--- src/rtl/color_filter_proc.sv ---
// color_filter_proc
//   Per-frame colour filter for an RGB444 pixel stream. The filter, mode and
//   test-pattern selections are sampled only on frame_start. Sampling them once
//   per frame means a button press never splits a frame between two settings.
//   Pixels that fail the filter are blanked to 12'h000. Pixels that pass are
//   counted, and the count for each frame is reported at the start of the next.
//
// Ports
//   clk, rst            clock (rising edge); async active-low reset
//   rgbfilter[2:0]      {R,G,B} component select, may change any cycle
//   rgbmode             1: RGB444 stream, 0: YUV (bypass)
//   testmode            1: camera test pattern (bypass)
//   frame_start         one-cycle pulse at the start of each frame
//   pix_in[11:0]        {R,G,B} pixel, qualified by pix_in_vld (no backpressure)
//   pix_out[11:0]       filtered pixel, qualified by pix_out_vld (2-cycle latency)
//   frame_hits          passing-pixel count of the previous frame (saturating)
//   hits_vld            one-cycle pulse when frame_hits updates
module color_filter_proc #(
    parameter logic [3:0]  c_thresh = 4'd8,
    parameter logic [3:0]  c_margin = 4'd3,
    parameter int unsigned c_cnt_w  = 17
) (
    input  logic               clk,
    input  logic               rst,
    input  logic [2:0]         rgbfilter,
    input  logic               rgbmode,
    input  logic               testmode,
    input  logic               frame_start,
    input  logic [11:0]        pix_in,
    input  logic               pix_in_vld,
    output logic [11:0]        pix_out,
    output logic               pix_out_vld,
    output logic [c_cnt_w-1:0] frame_hits,
    output logic               hits_vld
);

    localparam logic [c_cnt_w-1:0] ACC_MAX = '1;
    localparam logic [4:0]         THR5    = {1'b0, c_thresh};
    localparam logic [4:0]         MRG5    = {1'b0, c_margin};

    // ------------------------------------------------------------------
    // Settings latch
    // ------------------------------------------------------------------
    logic [2:0] flt_act_q, flt_act_d;
    logic       rgb_act_q, rgb_act_d;
    logic       test_act_q, test_act_d;
    logic [2:0] flt_eff;
    logic       rgb_eff, test_eff;

    // A pixel that arrives with frame_start already belongs to the new frame,
    // so the incoming selections are forwarded to it directly.
    always_comb begin
        flt_act_d  = flt_act_q;
        rgb_act_d  = rgb_act_q;
        test_act_d = test_act_q;
        if (frame_start) begin
            flt_act_d  = rgbfilter;
            rgb_act_d  = rgbmode;
            test_act_d = testmode;
        end
        flt_eff  = flt_act_d;
        rgb_eff  = rgb_act_d;
        test_eff = test_act_d;
    end

    // ------------------------------------------------------------------
    // Component comparisons (stage 1 combinational)
    // ------------------------------------------------------------------
    // comp[2]=R, comp[1]=G, comp[0]=B. This order matches the rgbfilter bits.
    // Each component is zero-extended to 5 bits, so "o + margin" cannot wrap.
    logic [2:0][4:0] comp;
    logic            pass_d, byp_d;

    always_comb begin
        for (int i = 0; i < 3; i++) begin
            comp[i] = {1'b0, pix_in[4*i +: 4]};
        end
    end

    // This rule covers the single-, dual- and all-three-colour cases together.
    // Every selected component must reach the threshold. It must also exceed
    // every unselected component by the margin. With filter 111 there is no
    // unselected component, so only the threshold test remains.
    always_comb begin
        pass_d = 1'b1;
        for (int i = 0; i < 3; i++) begin
            if (flt_eff[i] && (comp[i] < THR5)) begin
                pass_d = 1'b0;
            end
            for (int j = 0; j < 3; j++) begin
                if ((i != j) && flt_eff[i] && !flt_eff[j] &&
                    (comp[i] < (comp[j] + MRG5))) begin
                    pass_d = 1'b0;
                end
            end
        end
        byp_d = (flt_eff == 3'b000) || !rgb_eff || test_eff;
    end

    // ------------------------------------------------------------------
    // Pipeline registers
    // ------------------------------------------------------------------
    // Valid and frame_start travel as two-bit shift registers.
    // Bit [1] is stage 1 and bit [2] is stage 2.
    logic [2:1]  vld_pipe_q, vld_pipe_d;
    logic [2:1]  fs_pipe_q, fs_pipe_d;
    logic [11:0] s1_pix_q, s1_pix_d;
    logic        s1_pass_q, s1_pass_d;
    logic        s1_byp_q, s1_byp_d;
    logic [11:0] pix_out_q, pix_out_d;
    logic        hit_q, hit_d;

    always_comb begin
        vld_pipe_d = {vld_pipe_q[1], pix_in_vld};
        fs_pipe_d  = {fs_pipe_q[1], frame_start};
        s1_pix_d   = pix_in;
        s1_pass_d  = pass_d;
        s1_byp_d   = byp_d;

        // pix_out holds its last value between valid pixels.
        pix_out_d = pix_out_q;
        hit_d     = 1'b0;
        if (vld_pipe_q[1]) begin
            pix_out_d = (s1_byp_q || s1_pass_q) ? s1_pix_q : 12'h000;
            hit_d     = !s1_byp_q && s1_pass_q;
        end
    end

    // ------------------------------------------------------------------
    // Hit accumulator
    // ------------------------------------------------------------------
    logic [c_cnt_w-1:0] acc_q, acc_d;
    logic [c_cnt_w-1:0] frame_hits_q, frame_hits_d;
    logic               hits_vld_q, hits_vld_d;
    logic               cnt_hit;

    always_comb begin
        cnt_hit      = vld_pipe_q[2] && hit_q;
        acc_d        = acc_q;
        frame_hits_d = frame_hits_q;
        hits_vld_d   = 1'b0;
        if (fs_pipe_q[2]) begin
            // The pixel that arrived with frame_start counts toward the new frame.
            frame_hits_d = acc_q;
            hits_vld_d   = 1'b1;
            acc_d        = cnt_hit ? c_cnt_w'(1) : '0;
        end else if (cnt_hit && (acc_q != ACC_MAX)) begin
            acc_d = acc_q + c_cnt_w'(1);
        end
    end

    // ------------------------------------------------------------------
    // State registers
    // ------------------------------------------------------------------
    always_ff @(posedge clk or negedge rst) begin
        if (!rst) begin
            flt_act_q    <= 3'b000;
            rgb_act_q    <= 1'b1;
            test_act_q   <= 1'b0;
            vld_pipe_q   <= '0;
            fs_pipe_q    <= '0;
            s1_pix_q     <= '0;
            s1_pass_q    <= 1'b0;
            s1_byp_q     <= 1'b0;
            pix_out_q    <= '0;
            hit_q        <= 1'b0;
            acc_q        <= '0;
            frame_hits_q <= '0;
            hits_vld_q   <= 1'b0;
        end else begin
            flt_act_q    <= flt_act_d;
            rgb_act_q    <= rgb_act_d;
            test_act_q   <= test_act_d;
            vld_pipe_q   <= vld_pipe_d;
            fs_pipe_q    <= fs_pipe_d;
            s1_pix_q     <= s1_pix_d;
            s1_pass_q    <= s1_pass_d;
            s1_byp_q     <= s1_byp_d;
            pix_out_q    <= pix_out_d;
            hit_q        <= hit_d;
            acc_q        <= acc_d;
            frame_hits_q <= frame_hits_d;
            hits_vld_q   <= hits_vld_d;
        end
    end

    assign pix_out     = pix_out_q;
    assign pix_out_vld = vld_pipe_q[2];
    assign frame_hits  = frame_hits_q;
    assign hits_vld    = hits_vld_q;

endmodule
--- config.mk ---
export PLATFORM = sky130hd
export DESIGN_NAME = color_filter_proc
export DESIGN_NICKNAME = d
export VERILOG_FILES = /design/src/rtl/color_filter_proc.sv
export SDC_FILE = /design/constraint.sdc
export NUM_CORES = 1
export LEC_CHECK = 0
export CAP_MARGIN = 20
export CORE_MARGIN = 10
export CORE_UTILIZATION = 50
export CTS_BUF_LIST = sky130_fd_sc_hd__clkbuf_8 sky130_fd_sc_hd__clkbuf_16
export DETAILED_ROUTE_END_ITERATION = 7
export DONT_BUFFER_PORTS = 1
export HOLD_SLACK_MARGIN = 0.06
export PLACE_DENSITY_LB_ADDON = 0.15
export RECOVER_POWER = 100
export SLEW_MARGIN = 0
export SYNTH_ARGS = -nofsm -noshare
export SYNTH_HDL_FRONTEND = slang
export SYNTH_SLANG_ARGS = --single-unit
--- constraint.sdc ---
create_clock -name clk -period 2.8 [get_ports clk]
set_input_delay 0.28 -clock clk [delete_from_list [all_inputs] [get_ports clk]]
set_output_delay 0.28 -clock clk [all_outputs]
set_load 0.05 [all_outputs]
==> out/metrics.cfg <==
[run_status]
outcome=finished with violations
violations=capacitance limit, slew limit

[cts]
h-tree-depth=3
cts_buffer_depth=2
cts_resized=0
cts_root_buffer=clkbuf_8
cts_made_buffers=9
clk_latency_ns=0.33
cts_tree=built
path_clk_slew_ns=0.08
clock_sinks=71

[grt]
grt.overflow.total=0
antenna_found_initial=0
grt_pass1_vias=2159
grt_usage_pct=13.1
grt_max_degree=72
grt_pass1_wl_microns=10700

[cells_and_area]
area_growth_pct=13.1
final_nets=339
finalNonFillerCells=379
n_antenna_cell=0
drive_gt1_share_pct=13.2

[drt]
drtPass1Iterations=4
ant_nets=0
vias_per_cell=5.40
vias=2045
wirelength_microns=6130
route.detailed.drc=0
wl_per_cell_microns=16.2
drt_first_iter_violations=71

[worst_setup_path]
cp_max_fo=7
crit_type=flop to flop
worst_setup_path_start_kind=flop
crit_path_end_kind=flop
crit_arrival_ns=2.55
required_ns=2.95

[floorplanning]
die_h_microns=100
core_area_sq_um=6280
die_area_sq_um=10000
fp.dieW_microns=100
ioPinCount=52
rows=29
initial_core_util_pct=51.1

[logic_synthesis]
yosysSeqAreaShare_pct=55.4
synthFlopType=dfrtp_1
synth_simple_gate_area_share_pct=11.4
syn_inst=275
synth_edf_count=0
async_flop_share_pct=100
synth.area.top_cells=dfrtp_1 (55%), ha_1 (8.2%), mux2_2 (7.0%), xor2_1 (4.6%), nand2_1 (3.3%)
synth_compound_area_share_pct=8.54
synth_top_area_share_pct=54.6
syn_area_sq_um=3210
synth_nets=317
synth_cell_types=39
synth_commonest_cells=dfrtp_1 (70), nand2_1 (28), ha_1 (21), mux2_2 (20), inv_1 (19)
yosys-mux-area-fraction_pct=7.96
synth_most_common_cell=dfrtp_1
synth_fa_ha_area_share_pct=8.19
synth_xor_area_share_pct=5.46
avgSynthCellArea_sq_um=11.7
synth_largest_area_cell=dfrtp_1
synth_top_family_by_area=simple AND/OR/NAND/NOR gates
ys.warnings.count=0
synth-seq-cells=71

[flow_run]
max_cap_viol_count=2

[power_and_ir_drop]
vdd_drop_max_mv=0.314
p_per_area_nw_per_um2=606
static-leakage-power_nw=1.72

[sta]
report.final.hold_viol_count=0
rsz0062_at_grt=false
max_freq_mhz=417
setup_viol=0
worst_slew_pin_slew_ns=1.67
fin_crit_sh_pct=85.6
relSlewSlack_pct=-11.3
skew_ns=0.00970
period_minus_slack_ns=2.40
timing.hold.ws_ns=0.106
tns_ns=0
maxSlewViolCount=109

[placed_design]
dp_hpwl_microns=4370
place_inst=347
gp_congestion=0.845
port_buffers=0

[worst_hold_path]
hp-class=primary input to flop

[layout by cell type, fill, tap and decap left out, drive strengths merged, types with 2 or more instances in the layout]
cell type	count
a21boi	3
a21oi	7
and3	2
clkbuf	12
clkinv	3
dfrtp	70
dlygate4sd3	15
ha	21
inv	20
mux2	22
nand2	28
nand3	7
nand3b	4
nand4	2
nor2	18
nor3	3
nor4	2
o211ai	5
o21a	4
o21ai	17
or3	2
xnor2	3
xor2	17
[power by group]
part | internal [W] | leakage (nW) | total, W | switching (W)
clock network | 0.000440 | 0.103 | 0.000824 | 0.000384
logic | 0.0000876 | 0.703 | 0.000192 | 0.000105
registers | 0.00107 | 0.916 | 0.00118 | 0.000110
total | 0.00160 | 1.72 | 0.00220 | 0.000599
[what timing repair did]
| item | in CTS | in global routing |
|---|---|---|
| hold buffers | 16 | 0 |
| hold endpoints to repair | 85 | 0 |
| buffers inserted | 0 | 0 |
[area by class of cell]
cell class,instances,area [sq um]
clock buffer,10,138
clock inverter,6,68.8
fill,551,2650
inverter,19,71.3
multi-input combinational,179,1320
sequential,71,1780
tap,77,96.3
timing repair buffer,17,159
[layer usage]
layer	GRT usage (%)	wire length, microns	vias up
met5	0	0	-
met4	4.46	74	0
met3	5.15	448	8
met2	19.7	2840	45
met1	16.9	2760	998
li1	-	-	994
[worst paths after layout]
check	endpoint	slack (ns)	startpoint	depth (start not counted)
max	acc_q[10]	0.40	acc_q[8]	9
min	rgb_act_q	0.11	rgbmode	1
max reg2reg	acc_q[10]	0.40	acc_q[8]	9
min reg2reg	fs_pipe_q[2]	0.36	fs_pipe_q[1]	0
max in group asynchronous	s1_pix_q[9]	0.85	rst	2
min in group asynchronous	hits_vld	0.95	rst	2
[critical path: stages, from the launching register on]
cell and delay, ns:
dfrtp_1 0.43, and4_1 0.26, nand3_1 0.11, nor4_1 0.07, ha_1 0.20, nand3b_1 0.33, nor3_1 0.46, nand4_1 0.17
xor2_1 0.15, nor2_1 0.05
[sequential cells by signal (all words and copies together) (netlist names)]
register	cells
test_act_q	1
flt_act_q	3
pix_out	12
hit_q	1
hits_vld	1
rgb_act_q	1
acc_q	17
fs_pipe_q	2
s1_byp_q	1
s1_pass_q	1
s1_pix_q	12
vld_pipe_q	2
frame_hits	17
[cell families (layout without fill, tap and decap cells)]
family / count (synthesis) / after routing
AOI/OAI and AO/OA: 43 / 43
DFF: 71 / 71
adders and majority gates: 21 / 21
xor gates and xnor gates: 20 / 20
and+or+nand+nor: 73 / 73
buffers and inverters: 25 / 52
muxes: 22 / 22
[metrics by stage]
stage | utilization, % | cell area [sq um] | power, W | setup WS [ns]
2_1_floorplan | - | 3210 | 0.00132 | 0.759
3_3_place_gp | 52.4 | 3290 | 0.00136 | 0.592
3_5_place_dp | 52.4 | 3290 | 0.00137 | 0.521
4_1_cts | 58.5 | 3670 | 0.00224 | 0.511
5_1_grt | 57.8 | 3630 | 0.00231 | 0.178
6_report | 57.8 | 3630 | 0.00220 | 0.404
No activity file was read; power rests on OpenSTA's default activity.
